[config.mk]
export PLATFORM = sky130hd
export DESIGN_NAME = pq_cmd_driver_flat
export DESIGN_NICKNAME = d
export VERILOG_FILES = /design/src/rtl/pq_cmd_pkg.sv /design/src/rtl/pq_cmd_driver_if.sv /design/src/rtl/pq_cmd_stats.sv /design/src/rtl/pq_cmd_driver.sv /design/src/flat_wrapper.sv
export SDC_FILE = /design/constraint.sdc
export NUM_CORES = 1
export LEC_CHECK = 0
export BUFFER_PORTS_ARGS = -buffer_cell sky130_fd_sc_hd__buf_2
export CORE_MARGIN = 3
export CORE_UTILIZATION = 35
export DETAILED_ROUTE_END_ITERATION = 10
export MAX_ROUTING_LAYER = met4
export PLACE_DENSITY = 0.65
export SYNTH_ARGS = -nofsm -noshare
export SYNTH_HDL_FRONTEND = slang
export SYNTH_SLANG_ARGS = --single-unit
[constraint.sdc]
create_clock -name CLK -period 3.3 [get_ports CLK]
set_input_delay 0.33 -clock CLK [delete_from_list [all_inputs] [get_ports CLK]]
set_output_delay 0.33 -clock CLK [all_outputs]
set_load 0.02 [all_outputs]
[src/rtl/pq_cmd_pkg.sv]
// pq_cmd_pkg: types shared by the priority-queue command driver and its benches.
package pq_cmd_pkg;

  typedef enum logic [1:0] {
    ENQUEUE = 2'd0,
    DEQUEUE = 2'd1,
    REPLACE = 2'd2,
    PEEK    = 2'd3
  } op_t;

  typedef enum logic [1:0] {
    IDLE,
    ISSUE,
    WAIT,
    RESP
  } state_t;

  localparam int OP_GAP_MAX = 15;

  // An op is refused when the queue flags seen at handshake make it impossible.
  function automatic logic op_rejected(op_t op, logic full, logic empty);
    logic rejected;
    rejected = 1'b0;
    case (op)
      ENQUEUE:          rejected = full;
      DEQUEUE, REPLACE: rejected = empty;
      default:          rejected = 1'b0;
    endcase
    return rejected;
  endfunction

endpackage

[src/rtl/pq_cmd_driver_if.sv]
// pq_cmd_driver_if: command and response channels between a host and the
// priority-queue command driver. The host is the master, the driver the slave.
interface pq_cmd_driver_if #(
  parameter int DATA_WIDTH = 16
);

  logic                  i_cmd_valid;
  logic                  o_cmd_ready;
  logic [1:0]            i_cmd_op;
  logic [DATA_WIDTH-1:0] i_cmd_data;

  logic                  o_rsp_valid;
  logic                  i_rsp_ready;
  logic [1:0]            o_rsp_op;
  logic [DATA_WIDTH-1:0] o_rsp_data;
  logic                  o_rsp_err;

  modport master (
    output i_cmd_valid, i_cmd_op, i_cmd_data, i_rsp_ready,
    input  o_cmd_ready, o_rsp_valid, o_rsp_op, o_rsp_data, o_rsp_err
  );

  modport slave (
    input  i_cmd_valid, i_cmd_op, i_cmd_data, i_rsp_ready,
    output o_cmd_ready, o_rsp_valid, o_rsp_op, o_rsp_data, o_rsp_err
  );

endinterface

[src/rtl/pq_cmd_stats.sv]
// pq_cmd_stats: pair of 32-bit saturating event counters for the command driver.
module pq_cmd_stats (
  input  logic        CLK,
  input  logic        RST,
  input  logic        inc_ops,
  input  logic        inc_errs,
  output logic [31:0] o_stat_ops,
  output logic [31:0] o_stat_errs
);

  // Count each event, sticking at all-ones instead of wrapping.
  always_ff @(posedge CLK) begin
    if (RST) begin
      o_stat_ops  <= '0;
      o_stat_errs <= '0;
    end else begin
      if (inc_ops && (o_stat_ops != '1)) begin
        o_stat_ops <= o_stat_ops + 32'd1;
      end
      if (inc_errs && (o_stat_errs != '1)) begin
        o_stat_errs <= o_stat_errs + 32'd1;
      end
    end
  end

endmodule

[src/rtl/pq_cmd_driver.sv]
// pq_cmd_driver: turns abstract ENQUEUE/DEQUEUE/REPLACE/PEEK commands into
// single-cycle write/read strobes on the register-array priority queue and
// returns one response per command.
// Optional build macro PQ_CMD_DRIVER_STATS_EN adds o_stat_ops/o_stat_errs.
module pq_cmd_driver
  import pq_cmd_pkg::*;
#(
  parameter int DATA_WIDTH = 16,
  parameter int OP_GAP     = 1
) (
  input  logic                  CLK,
  input  logic                  RST,
  pq_cmd_driver_if.slave        bus,
  output logic                  o_q_wrt,
  output logic                  o_q_read,
  output logic [DATA_WIDTH-1:0] o_q_data,
  input  logic                  i_q_full,
  input  logic                  i_q_empty,
  input  logic [DATA_WIDTH-1:0] i_q_top
`ifdef PQ_CMD_DRIVER_STATS_EN
  ,
  output logic [31:0]           o_stat_ops,
  output logic [31:0]           o_stat_errs
`endif
);

  localparam logic [3:0] GAP_LAST = 4'(OP_GAP - 1);

  state_t                state;
  state_t                state_nxt;
  op_t                   op_q;
  op_t                   cmd_op;
  logic [DATA_WIDTH-1:0] data_q;
  logic [DATA_WIDTH-1:0] rsp_data_q;
  logic                  rsp_err_q;
  logic [3:0]            gap_cnt;
  logic                  gap_done;
  logic                  ready_en;
  logic                  cmd_ready;
  logic                  accept;
  logic                  cmd_rejected;
  logic                  q_wrt;
  logic                  q_read;
  logic                  rsp_valid;

  assign cmd_op       = op_t'(bus.i_cmd_op);
  assign cmd_rejected = op_rejected(cmd_op, i_q_full, i_q_empty);
  assign gap_done     = (gap_cnt == GAP_LAST);

  // ready_en keeps o_cmd_ready low in the cycle right after a reset edge.
  assign cmd_ready = (state == IDLE) && ready_en;
  assign accept    = bus.i_cmd_valid && cmd_ready;

  // State register; reset drops any in-flight op or pending response.
  always_ff @(posedge CLK) begin
    if (RST) begin
      state    <= IDLE;
      ready_en <= 1'b0;
    end else begin
      state    <= state_nxt;
      ready_en <= 1'b1;
    end
  end

  // Next-state decode and per-state strobes; strobes live only in ISSUE.
  always_comb begin
    state_nxt = state;
    q_wrt     = 1'b0;
    q_read    = 1'b0;
    rsp_valid = 1'b0;
    case (state)
      IDLE: begin
        if (accept) begin
          if (cmd_rejected || (cmd_op == PEEK)) begin
            state_nxt = RESP;
          end else begin
            state_nxt = ISSUE;
          end
        end
      end
      ISSUE: begin
        q_wrt     = (op_q == ENQUEUE) || (op_q == REPLACE);
        q_read    = (op_q == DEQUEUE) || (op_q == REPLACE);
        state_nxt = WAIT;
      end
      WAIT: begin
        if (gap_done) begin
          state_nxt = RESP;
        end
      end
      RESP: begin
        rsp_valid = 1'b1;
        if (bus.i_rsp_ready) begin
          state_nxt = IDLE;
        end
      end
      default: state_nxt = IDLE;
    endcase
  end

  // Command latch, settle counter and response payload capture.
  always_ff @(posedge CLK) begin
    if (RST) begin
      op_q       <= ENQUEUE;
      data_q     <= '0;
      gap_cnt    <= '0;
      rsp_data_q <= '0;
      rsp_err_q  <= 1'b0;
    end else begin
      if (state == WAIT) begin
        gap_cnt <= gap_cnt + 4'd1;
      end else begin
        gap_cnt <= '0;
      end

      if (accept) begin
        op_q      <= cmd_op;
        data_q    <= bus.i_cmd_data;
        rsp_err_q <= cmd_rejected;
        if (cmd_rejected) begin
          rsp_data_q <= (cmd_op == ENQUEUE) ? bus.i_cmd_data : '0;
        end else if ((cmd_op == PEEK) && i_q_empty) begin
          rsp_data_q <= '0;
        end else begin
          rsp_data_q <= i_q_top;
        end
      end else if ((state == WAIT) && gap_done && (op_q == ENQUEUE)) begin
        rsp_data_q <= i_q_top;
      end
    end
  end

  assign bus.o_cmd_ready = cmd_ready;
  assign bus.o_rsp_valid = rsp_valid;
  assign bus.o_rsp_op    = op_q;
  assign bus.o_rsp_data  = rsp_data_q;
  assign bus.o_rsp_err   = rsp_err_q;
  assign o_q_wrt         = q_wrt;
  assign o_q_read        = q_read;
  assign o_q_data        = data_q;

`ifdef PQ_CMD_DRIVER_STATS_EN
  pq_cmd_stats u_stats (
    .CLK         (CLK),
    .RST         (RST),
    .inc_ops     (accept),
    .inc_errs    (accept && cmd_rejected),
    .o_stat_ops  (o_stat_ops),
    .o_stat_errs (o_stat_errs)
  );
`endif

endmodule

[src/flat_wrapper.sv]
// flat-port wrapper written by rule: the top's interface ports become plain ports
module pq_cmd_driver_flat import pq_cmd_pkg::*;
#(
  parameter int DATA_WIDTH = 16,
  parameter int OP_GAP     = 1
)
  (CLK, RST, o_q_wrt, o_q_read, o_q_data, i_q_full, i_q_empty, i_q_top, bus_i_cmd_valid, bus_i_cmd_op, bus_i_cmd_data, bus_i_rsp_ready, bus_o_cmd_ready, bus_o_rsp_valid, bus_o_rsp_op, bus_o_rsp_data, bus_o_rsp_err);
  pq_cmd_driver_if #(.DATA_WIDTH(DATA_WIDTH)) bus_i ();
  input  logic CLK;
  input  logic RST;
  output logic o_q_wrt;
  output logic o_q_read;
  output logic [DATA_WIDTH-1:0] o_q_data;
  input  logic i_q_full;
  input  logic i_q_empty;
  input  logic [DATA_WIDTH-1:0] i_q_top;
  input wire logic [$bits(bus_i.i_cmd_valid)-1:0] bus_i_cmd_valid;
  input wire logic [$bits(bus_i.i_cmd_op)-1:0] bus_i_cmd_op;
  input wire logic [$bits(bus_i.i_cmd_data)-1:0] bus_i_cmd_data;
  input wire logic [$bits(bus_i.i_rsp_ready)-1:0] bus_i_rsp_ready;
  output wire logic [$bits(bus_i.o_cmd_ready)-1:0] bus_o_cmd_ready;
  output wire logic [$bits(bus_i.o_rsp_valid)-1:0] bus_o_rsp_valid;
  output wire logic [$bits(bus_i.o_rsp_op)-1:0] bus_o_rsp_op;
  output wire logic [$bits(bus_i.o_rsp_data)-1:0] bus_o_rsp_data;
  output wire logic [$bits(bus_i.o_rsp_err)-1:0] bus_o_rsp_err;
  assign bus_i.i_cmd_valid = bus_i_cmd_valid;
  assign bus_i.i_cmd_op = bus_i_cmd_op;
  assign bus_i.i_cmd_data = bus_i_cmd_data;
  assign bus_i.i_rsp_ready = bus_i_rsp_ready;
  assign bus_o_cmd_ready = bus_i.o_cmd_ready;
  assign bus_o_rsp_valid = bus_i.o_rsp_valid;
  assign bus_o_rsp_op = bus_i.o_rsp_op;
  assign bus_o_rsp_data = bus_i.o_rsp_data;
  assign bus_o_rsp_err = bus_i.o_rsp_err;
  pq_cmd_driver #(.DATA_WIDTH(DATA_WIDTH), .OP_GAP(OP_GAP)) u_core (.CLK(CLK), .RST(RST), .bus(bus_i), .o_q_wrt(o_q_wrt), .o_q_read(o_q_read), .o_q_data(o_q_data), .i_q_full(i_q_full), .i_q_empty(i_q_empty), .i_q_top(i_q_top));
endmodule
==> impl_metrics.csv, run 1 <==
group,metric,value,unit
setup_path,ff2ff_setup_slack,1.04,ns
clock_tree,cts-root-buf,"clkbuf_8",
yosys,ys_ff_latch,42,
yosys,synthTopCellsByCount,"dfxtp_1, nand2_1, a21oi_1",
pwr,seqPwrFrac,35.8,%
routing,drt-initial-drc-count,123,
setup_path,r2r-end,"u_core.bus.o_rsp_data[3]$_SDFFE_PP0P_",
setup_path,cp_cell_sequence,"inv_1 > ha_1 > nand3_1 > buf_4 > o31ai_1 > a311oi_1",
setup_path,worstReg2RegStart,"u_core.state[0]$_SDFFE_PP0P_",
hold_path,hold_start,"bus_i_cmd_data[12]",
sta,clock.fmax,442,MHz
grt,grt_pass1_wl,9.38,mm
pwr,swShare,39.2,%
setup_path,critical_path_class,"flip-flop to flip-flop",
setup_path,slowest_stage,"nand3_1",
finish,seqCellArea,841,µm²
yosys,yosysTopAreaCell,"dfxtp_1",
grt,grt_max_degree,40,
clock_tree,hold_buffers,0,
placed_design,io_buffers,78,
yosys,synth_ff_type,"dfxtp_1",
routing,avgViaCountPerCell,5.36,
sta,drv_slew,0,
clock_tree,cts_buffers,5,
pwr,pwr-share-clk,21.0,%
floorplanning,rows,27,
finish,multiInputGateArea,1150,µm²
yosys,syn_nets,289,
sta,holdWs,0.273,ns
placed_design,gp_congestion,0.745,
setup_path,crit_family,"simple AND/OR/NAND/NOR gates",
finish,nets,353,
clock_tree,clk_pin_slew,0.08,ns
clock_tree,cts_resized,0,
floorplanning,die_x,84.5,µm
clock_tree,cts_htree_levels,2,
floorplanning,start_util,37.5,%
setup_path,max_stage_delay,0.61,ns
yosys,ys_warn_count,0,
setup_path,critPathBufInv,2,
finish,fin_util,45.9,%
finish,areaGrowthSynthToFinish,22.4,%
hold_path,hold_class,"input port to flip-flop",
finish,drive_above_1_share,30.7,%
setup_path,cp-startpoint,"u_core.state[0]$_SDFFE_PP0P_",
grt,grt_pass1_vias,1879,
yosys,async_flop_share,0,%
sta,max_slew_margin,43.4,%
finish,fillCellCount,592,
yosys,synthTopCellsByArea,"dfxtp_1, nand2_1, nand4b_1",
yosys,synth_edf_count,0,
sta,tightest_slew,0.846,ns
yosys,synth_top_area_share,39.0,%
routing,drcViolationCount,0,
grt,antenna_found_initial,1,
routing,route.detailed.wl_per_inst,15.6,µm
pwr,intPower,1160,µW
pwr,pwr-share-comb,43.2,%
routing,detail-route-antenna-nets,0,
floorplanning,die_y,84.5,µm
setup_path,endpoint_kind,"flip-flop",
yosys,synth.most_common_cell,"dfxtp_1",
sta,period_share,68.5,%
floorplanning,core,5740,µm²
floorplanning,die-area,7140,µm²
setup_path,critPathLaunchType,"flip-flop",
sta,grt_setup_unrepaired,"false",
sta,fin_setup_tns,0,ns
clock_tree,cts_tree,"built",
pwr,leakage,0.00110,µW
clock_tree,clock_latency,0.30,ns
sta,setup_viol,0,
clock_tree,clock_path_buffers,2,
setup_path,rr_worst_depth,6,
setup_path,critPathMaxFanout,22,
hold_path,holdPathStages,3,
setup_path,worstPathRequired,3.45,ns
grt,grt.total_usage,16.8,%
pwr,total_switching_power,745,µW
clock_tree,cts_num_sinks,42,
yosys,synth.avg_cell_area,9.06,µm²
pwr,pwr_density_cell,721,nW/µm²
routing,drt-total-wl,5.86,mm
run_status,status,"finished, final reports clean",
yosys,synth_cell_types,35,
hold_path,worst_hold_path.endpoint,"u_core.o_q_data[12]$_SDFFE_PP0N_",
grt,overflow,0,
sta,hold_viol_final,0,
setup_path,arrival,2.41,ns
yosys,syn_inst,238,
yosys,synth_area,2160,µm²
yosys,ys_seq_area_share,39.0,%
routing,num_vias,2016,
sta,period_minus_slack,2.26,ns
routing,firstDrtPassIters,4,
sta,clock_skew,0.0105,ns
pwr,vdd_drop_max,0.000296,V
clock_tree,postCtsSetupBuffers,0,
placed_design,hpwlAfterDp,4.31,mm
floorplanning,ioPinCount,79,
job,drv_cap,0,
[power by group through the flow]
stage	clock network [µW]	registers (µW)	logic [µW]
finish	399	682	821
global route	435	696	902
CTS	409	684	825
detailed placement	0	696	819
global placement	0	690	816
floorplan	0	802	506
[placed cells by master (no fill, tap or decap), types with 3 or more instances in the layout]
cell type / synthesis / routed
nand2_1: 38 / 38
a311oi_1: 15 / 15
nor2_1: 5 / 5
o31ai_1: 16 / 16
dfxtp_1: 42 / 42
nand4b_1: 16 / 16
buf_2: 13 / 78
ha_1: 11 / 11
inv_1: 9 / 9
a211oi_1: 16 / 16
clkbuf_8: 0 / 5
and2_1: 3 / 3
a21oi_1: 20 / 20
buf_4: 2 / 3
[logic make-up (layout without fill, tap and decap cells)]
| family | Yosys count | after routing | share of synthesized area [%] |
|---|---|---|---|
| fa+ha+maj | 11 | 11 | 6.38 |
| other cells | 0 | 1 | 0 |
| flops | 42 | 42 | 39.0 |
| buf+inv | 33 | 98 | 7.54 |
| simple gates | 73 | 73 | 18.9 |
| compound gates | 77 | 77 | 27.3 |
| xor+xnor | 2 | 2 | 0.813 |
[worst max-delay path by stage]
stage,slack [ns],to,cells past startpoint
6_report,1.04,u_core.bus.o_rsp_data[3]$_SDFFE_PP0P_,6
3_5_place_dp,1.06,u_core.bus.o_rsp_data[10]$_SDFFE_PP0P_,6
3_3_place_gp,1.13,u_core.bus.o_rsp_data[8]$_SDFFE_PP0P_,6
4_1_cts,1.05,u_core.bus.o_rsp_data[3]$_SDFFE_PP0P_,6
5_1_grt,0.79,u_core.bus.o_rsp_data[10]$_SDFFE_PP0P_,6
2_1_floorplan,1.63,u_core.bus.o_rsp_data[1]$_SDFFE_PP0P_,7
[per-layer routing]
layer	wire, µm	vias up	GRT usage [%]
met5	0	-	-
met4	72	0	4.75
met3	405	8	4.42
met2	2660	63	25.3
met1	2720	932	22.3
li1	-	1013	-
[cell type report]
cell class	count	share of cell area (%)
clock buffers	7	2.89
multi-input cells	163	43.7
diodes	1	0.0948
flip-flops and latches	42	31.9
well taps	72	3.41
clock inverters	1	1.14
repair buffers	81	15.6
inverters	9	1.28
[flip-flops by register name, indices dropped and copies added, names as in the netlist]
name and count:
u_core.bus.o_rsp_data 16, u_core.o_q_data 16, u_core.gap_cnt 4, u_core.bus.o_rsp_op 2
u_core.state 2, u_core.bus.o_rsp_err 1, u_core.ready_en 1
[metrics by stage]
stage	std cells	total power, µW	area [µm²]	worst slack (ns)
2_1_floorplan	238	1310	2160	1.63
3_3_place_gp	367	1510	2530	1.13
3_5_place_dp	367	1510	2530	1.06
4_1_cts	375	1920	2640	1.05
5_1_grt	376	2030	2640	0.792
6_report	376	1900	2640	1.04
[worst reg2reg max path: stages, from the launching register on]
cell and delay (ns):
dfxtp_1 0.33, inv_1 0.13, ha_1 0.22, nand3_1 0.61, buf_4 0.45, o31ai_1 0.26, a311oi_1 0.12
(Power assumes the default switching activity.)
==> run 2, diff against run 1 <==
==> constraint.sdc (replaced) <==
create_clock -name CLK -period 2.1 [get_ports CLK]
set_input_delay 0.21 -clock CLK [delete_from_list [all_inputs] [get_ports CLK]]
set_output_delay 0.21 -clock CLK [all_outputs]
set_load 0.02 [all_outputs]
==> run 2 against run 1 <==
  * Sequential power up 57%
  * Highest routed layer unchanged
  * First-iteration DRC count increased by 8.9%
  * Die area unchanged
==> impl_metrics.csv, run 2 (same netlist as run 1, synthesis figures left out) <==
group,metric,value,unit
floorplanning,die-area,7140,µm²
run_status,status,"finished, final reports clean",
grt,overflow,0,
sta,fin_setup_tns,0,ns
routing,num_vias,2072,
floorplanning,start_util,37.5,%
clock_tree,cts-root-buf,"clkbuf_8",
floorplanning,die_x,84.5,µm
setup_path,critPathMaxFanout,16,
clock_tree,clock_latency,0.30,ns
clock_tree,cts_num_sinks,42,
finish,final_cell_mix,"buf_2, dfxtp_1, nand2_1",
clock_tree,cts_buffers,5,
sta,grt_setup_unrepaired,"false",
clock_tree,postCtsSetupBuffers,0,
finish,nets,360,
pwr,power.total,3060,µW
pwr,vdd_drop_max,0.000403,V
routing,route.detailed.wl_per_inst,15.9,µm
hold_path,hold_class,"input port to flip-flop",
finish,areaGrowthSynthToFinish,25.0,%
routing,drcViolationCount,0,
setup_path,worstPathRequired,2.31,ns
job,drv_cap,0,
clock_tree,hold_buffers,0,
grt,grt.total_usage,17.2,%
sta,hold_viol_final,0,
routing,avgViaCountPerCell,5.42,
sta,setup_viol,0,
setup_path,critPathLaunchType,"flip-flop",
sta,clock_skew,0.00949,ns
finish,finalNonFillerCells,382,
floorplanning,die_y,84.5,µm
setup_path,worstReg2RegStart,"u_core.state[0]$_SDFFE_PP0P_",
sta,period_share,87.9,%
sta,drv_slew,0,
sta,clock.fmax,542,MHz
setup_path,arrival,2.05,ns
clock_tree,cts_htree_levels,2,
placed_design,hpwlAfterDp,4.46,mm
setup_path,cp_cell_sequence,"inv_1 > ha_1 > and4_1 > nand4b_1 > a311oi_1",
setup_path,slowest_stage,"and4_1",
sta,tightest_slew,0.543,ns
placed_design,gp_congestion,0.821,
floorplanning,ioPinCount,79,
clock_tree,cts_tree,"built",
finish,num_antenna_cells,0,
sta,max_slew_margin,63.8,%
grt,grt_pass1_wl,9.69,mm
floorplanning,rows,27,
placed_design,pre_cts_ws,0.295,ns
floorplanning,core,5740,µm²
sta,period_minus_slack,1.85,ns
clock_tree,clk_pin_slew,0.09,ns
setup_path,max_stage_delay,0.55,ns
pwr,pwr_density_cell,1140,nW/µm²
routing,firstDrtPassIters,5,
grt,grt_max_degree,27,
placed_design,io_buffers,78,
sta,holdWs,0.160,ns
setup_path,cp-startpoint,"u_core.state[0]$_SDFFE_PP0P_",
clock_tree,cts_resized,0,
sta,fin_ws,0.254,ns
routing,detail-route-antenna-nets,0,
setup_path,critical_path_class,"flip-flop to flip-flop",
finish,drive_above_1_share,32.9,%
grt,antenna_found_initial,0,
pwr,leakage,0.00114,µW
hold_path,hold_start,"bus_i_cmd_data[8]",
placed_design,placed_cells,374,
grt,grt_pass1_vias,1921,
setup_path,endpoint_kind,"flip-flop",
clock_tree,clock_path_buffers,2,
routing,drt-total-wl,6.07,mm
routing,drt-initial-drc-count,134,
finish,layout_commonest_cell,"buf_2",
==> run 2: worst paths after layout <==
path / to / slack [ns] / cells past startpoint
setup / recovery: u_core.bus.o_rsp_data[14]$_SDFFE_PP0P_ / 0.25 / 5
hold / removal: u_core.o_q_data[8]$_SDFFE_PP0N_ / 0.16 / 3
setup reg to reg: u_core.bus.o_rsp_data[14]$_SDFFE_PP0P_ / 0.25 / 5
hold reg to reg: u_core.o_q_data[10]$_SDFFE_PP0N_ / 0.46 / 2
==> run 2: area by class of cell <==
cell class	instances	area, µm²
Clock buffer	5	68.8
Clock inverter	3	43.8
Fill cell	580	3050
Inverter	9	33.8
Multi-Input combinational cell	163	1150
Sequential cell	42	841
Tap cell	72	90.1
Timing Repair Buffer	88	465
==> run 2: worst max-delay path, delay by kind of cell (launching register included) <==
kind	cells	cell delay, ns
AOI/OAI and AO/OA	1	0.28
DFF	1	0.33
buffers and inverters	1	0.13
adders and majority gates	1	0.23
and+or+nand+nor	2	0.78
==> run 2: stage by stage <==
step	area [µm²]	util [%]
floorplan	2160	-
global placement	2580	45.0
detailed placement	2580	45.0
CTS	2700	46.9
global route	2700	46.9
finish	2700	46.9
==> run 2: power by group <==
group	total, µW	leakage (µW)	switching [µW]	internal, µW
logic	1340	0.000737	820	522
registers	1070	0.000344	96.1	973
clock network	649	0.0000585	292	356
total	3060	0.00114	1210	1850
==> run 2: layer usage <==
metal,global-route usage [%],wire length [µm],vias up
met1,23.0,2700,951
met3,4.12,458,13
li1,-,-,1031
met5,-,0,-
met4,6.04,108,0
met2,25.2,2800,77
==> run 3, diff against run 2 <==
--- a/config.mk
+++ b/config.mk
@@ -5,9 +5,10 @@
 export SDC_FILE = /design/constraint.sdc
 export NUM_CORES = 1
 export LEC_CHECK = 0
+export ABC_AREA = 1
 export BUFFER_PORTS_ARGS = -buffer_cell sky130_fd_sc_hd__buf_2
-export CORE_MARGIN = 3
 export CORE_UTILIZATION = 35
+export CTS_CLUSTER_DIAMETER = 40
 export DETAILED_ROUTE_END_ITERATION = 10
 export MAX_ROUTING_LAYER = met4
 export PLACE_DENSITY = 0.65
==> run 3 against run 2 <==
  * Setup slack improved by 0.041 ns
  * Critical path type unchanged
  * Routed wire length fell by 13%
  * Critical endpoint is now u_core.bus.o_rsp_data[1]$_SDFFE_PP0P_
  * Fmax rose by 2.3%
  * Worst hold slack got worse by 0.076 ns
==> impl_metrics.csv, run 3 <==
group,metric,value,unit
pwr,leakage,0.00163,µW
setup_path,arrival,2.00,ns
clock_tree,clock_latency,0.29,ns
clock_tree,cts-root-buf,"clkbuf_8",
grt,grt_use_met3,4.32,%
grt,grt_pass1_vias,1914,
finish,nets,452,
finish,num_antenna_cells,0,
placed_design,hpwlAfterDp,3.98,mm
sta,period_share,85.9,%
setup_path,critPathMaxFanout,20,
yosys,ys_seq_area_share,38.8,%
floorplanning,rows,28,
floorplanning,die-area,6510,µm²
yosys,syn_nets,377,
yosys,synth_top_family_by_area,"simple AND/OR/NAND/NOR gates",
grt,grt_max_degree,39,
yosys,synth_area,2170,µm²
clock_tree,cts_tree,"built",
grt,antenna_found_initial,0,
yosys,synthTopCellsByCount,"inv_1, nand2_1, dfxtp_1, nand3_1, nor2_1",
sta,grt_setup_unrepaired,"false",
floorplanning,die_x,80.7,µm
setup_path,critPathLaunchType,"flip-flop",
setup_path,critical_path_class,"flip-flop to flip-flop",
clock_tree,postCtsSetupBuffers,0,
sta,period_minus_slack,1.80,ns
yosys,synth-simple-area-share,28.1,%
grt,grt.total_usage,17.7,%
clock_tree,cts_htree_levels,2,
yosys,ys_ff_latch,42,
sta,max_slew_margin,58.5,%
yosys,synth_compound_area_share,10.7,%
yosys,synth_edf_count,0,
pwr,pwr_density_cell,1110,nW/µm²
setup_path,worstPathRequired,2.30,ns
sta,setup_viol,0,
finish,fillCellCount,680,
floorplanning,ioPinCount,79,
clock_tree,clk_pin_slew,0.08,ns
sta,holdWs,0.0840,ns
sta,fin_setup_tns,0,ns
run_status,status,"finished, final reports clean",
job,drv_cap,0,
routing,firstDrtPassIters,4,
routing,route.detailed.wl_per_inst,11.0,µm
setup_path,endpoint_kind,"flip-flop",
routing,avgViaCountPerCell,4.47,
routing,num_vias,2133,
clock_tree,cts_num_sinks,42,
finish,final_cell_mix,"buf_2, inv_1, nand2_1",
floorplanning,start_util,36.4,%
yosys,synth_xor_area_share,0.404,%
sta,hold_viol_final,0,
routing,drcViolationCount,0,
yosys,muxShareOfSynthArea,0,%
grt,use_met2,28.2,%
floorplanning,core,5960,µm²
yosys,yosysTopAreaCell,"dfxtp_1",
yosys,ys_warn_count,0,
routing,drt-initial-drc-count,104,
sta,clock_skew,0.00703,ns
yosys,async_flop_share,0,%
floorplanning,die_y,80.7,µm
yosys,synthAdderAreaFrac,6.35,%
placed_design,gp_congestion,0.815,
grt,grtUsageMet1,22.4,%
clock_tree,clock_path_buffers,2,
routing,drt-total-wl,5.27,mm
clock_tree,cts_resized,0,
clock_tree,cts_buffers,5,
sta,clock.fmax,554,MHz
yosys,synth_ff_type,"dfxtp_1",
grt,grt_pass1_wl,8.65,mm
finish,layout_commonest_cell,"buf_2",
routing,detail-route-antenna-nets,0,
yosys,syn_inst,326,
sta,drv_slew,0,
yosys,synth_top_area_share,38.8,%
pwr,vdd_drop_max,0.000356,V
yosys,synthTopCellsByArea,"dfxtp_1, inv_1, nand2_1",
yosys,synth.avg_cell_area,6.65,µm²
yosys,synth_cell_types,20,
grt,overflow,0,
sta,tightest_slew,0.621,ns
clock_tree,hold_buffers,0,
finish,areaGrowthSynthToFinish,24.8,%
finish,drive_above_1_share,24.1,%
placed_design,io_buffers,78,
hold_path,hold_class,"input port to flip-flop",
grt,grt-busiest-layer,"met2",
yosys,synth.most_common_cell,"inv_1",
-- run 3: cell types whose count changed after synthesis, moves of 23 or more --
cell     change
nand2_1     +24
o21ai_0     +23
inv_1       +59
nand3_1     +37
nor2_1      +30
-- run 3: power breakdown --
part / total (µW) / internal (µW) / switching (µW)
Sequential: 1120 / 1010 / 110
Clock: 540 / 265 / 274
Combinational: 1340 / 475 / 863
-- run 3: worst paths after layout --
kind	cells after the start	slack, ns	from	end
worst max register to register	7	0.30	u_core.state[0]$_SDFFE_PP0P_	u_core.bus.o_rsp_data[1]$_SDFFE_PP0P_
worst min-delay path	2	0.08	RST	u_core.bus.o_rsp_err$_SDFFE_PP0N_
worst min register to register	2	0.46	u_core.bus.o_rsp_err$_SDFFE_PP0N_	u_core.bus.o_rsp_err$_SDFFE_PP0N_
worst max-delay path	7	0.30	u_core.state[0]$_SDFFE_PP0P_	u_core.bus.o_rsp_data[1]$_SDFFE_PP0P_
-- run 3: per-stage QoR --
step | util, % | worst slack [ns] | total power, µW | area, µm² | std cells
CTS | 45.4 | 0.274 | 3030 | 2700 | 477
detailed placement | 43.9 | 0.289 | 2490 | 2610 | 469
finish | 45.4 | 0.295 | 3000 | 2700 | 477
floorplan | - | 0.696 | 2110 | 2170 | 326
global route | 45.4 | 0.0341 | 3270 | 2700 | 477
global placement | 43.9 | 0.373 | 2470 | 2610 | 469
-- run 3: metal layers --
metal	share of wire (%)	wire (µm)	vias up
met5	0	0	-
li1	-	-	1141
met3	6.2	329	5
met2	46	2430	51
met1	47	2470	936
met4	0.68	36	0
-- run 3: cell type report --
type	count	area, µm²	share of cell area [%]
inverter	68	255	9.44
multi-input combinational	200	987	36.5
sequential	42	841	31.1
clock inverter	1	5.00	0.185
tap	75	93.8	3.47
timing repair buffer	84	435	16.1
clock buffer	7	86.3	3.19
-- run 3: worst max-delay path, cell delays in order, from the launching register on --
cell,delay [ns]
dfxtp_1,0.34
inv_1,0.12
ha_1,0.21
nand3_2,0.20
nand2_1,0.54
nand3_1,0.17
nand2_1,0.09
inv_1,0.04
-- run 3: cell families (layout without fill, tap and decap cells) --
| logic type | after synthesis | after routing |
|---|---|---|
| AOI/OAI and AO/OA | 45 | 45 |
| xor gates and xnor gates | 1 | 1 |
| adders and majority gates | 11 | 11 |
| buffers and inverters | 84 | 160 |
| DFF | 42 | 42 |
| and+or+nand+nor | 143 | 143 |
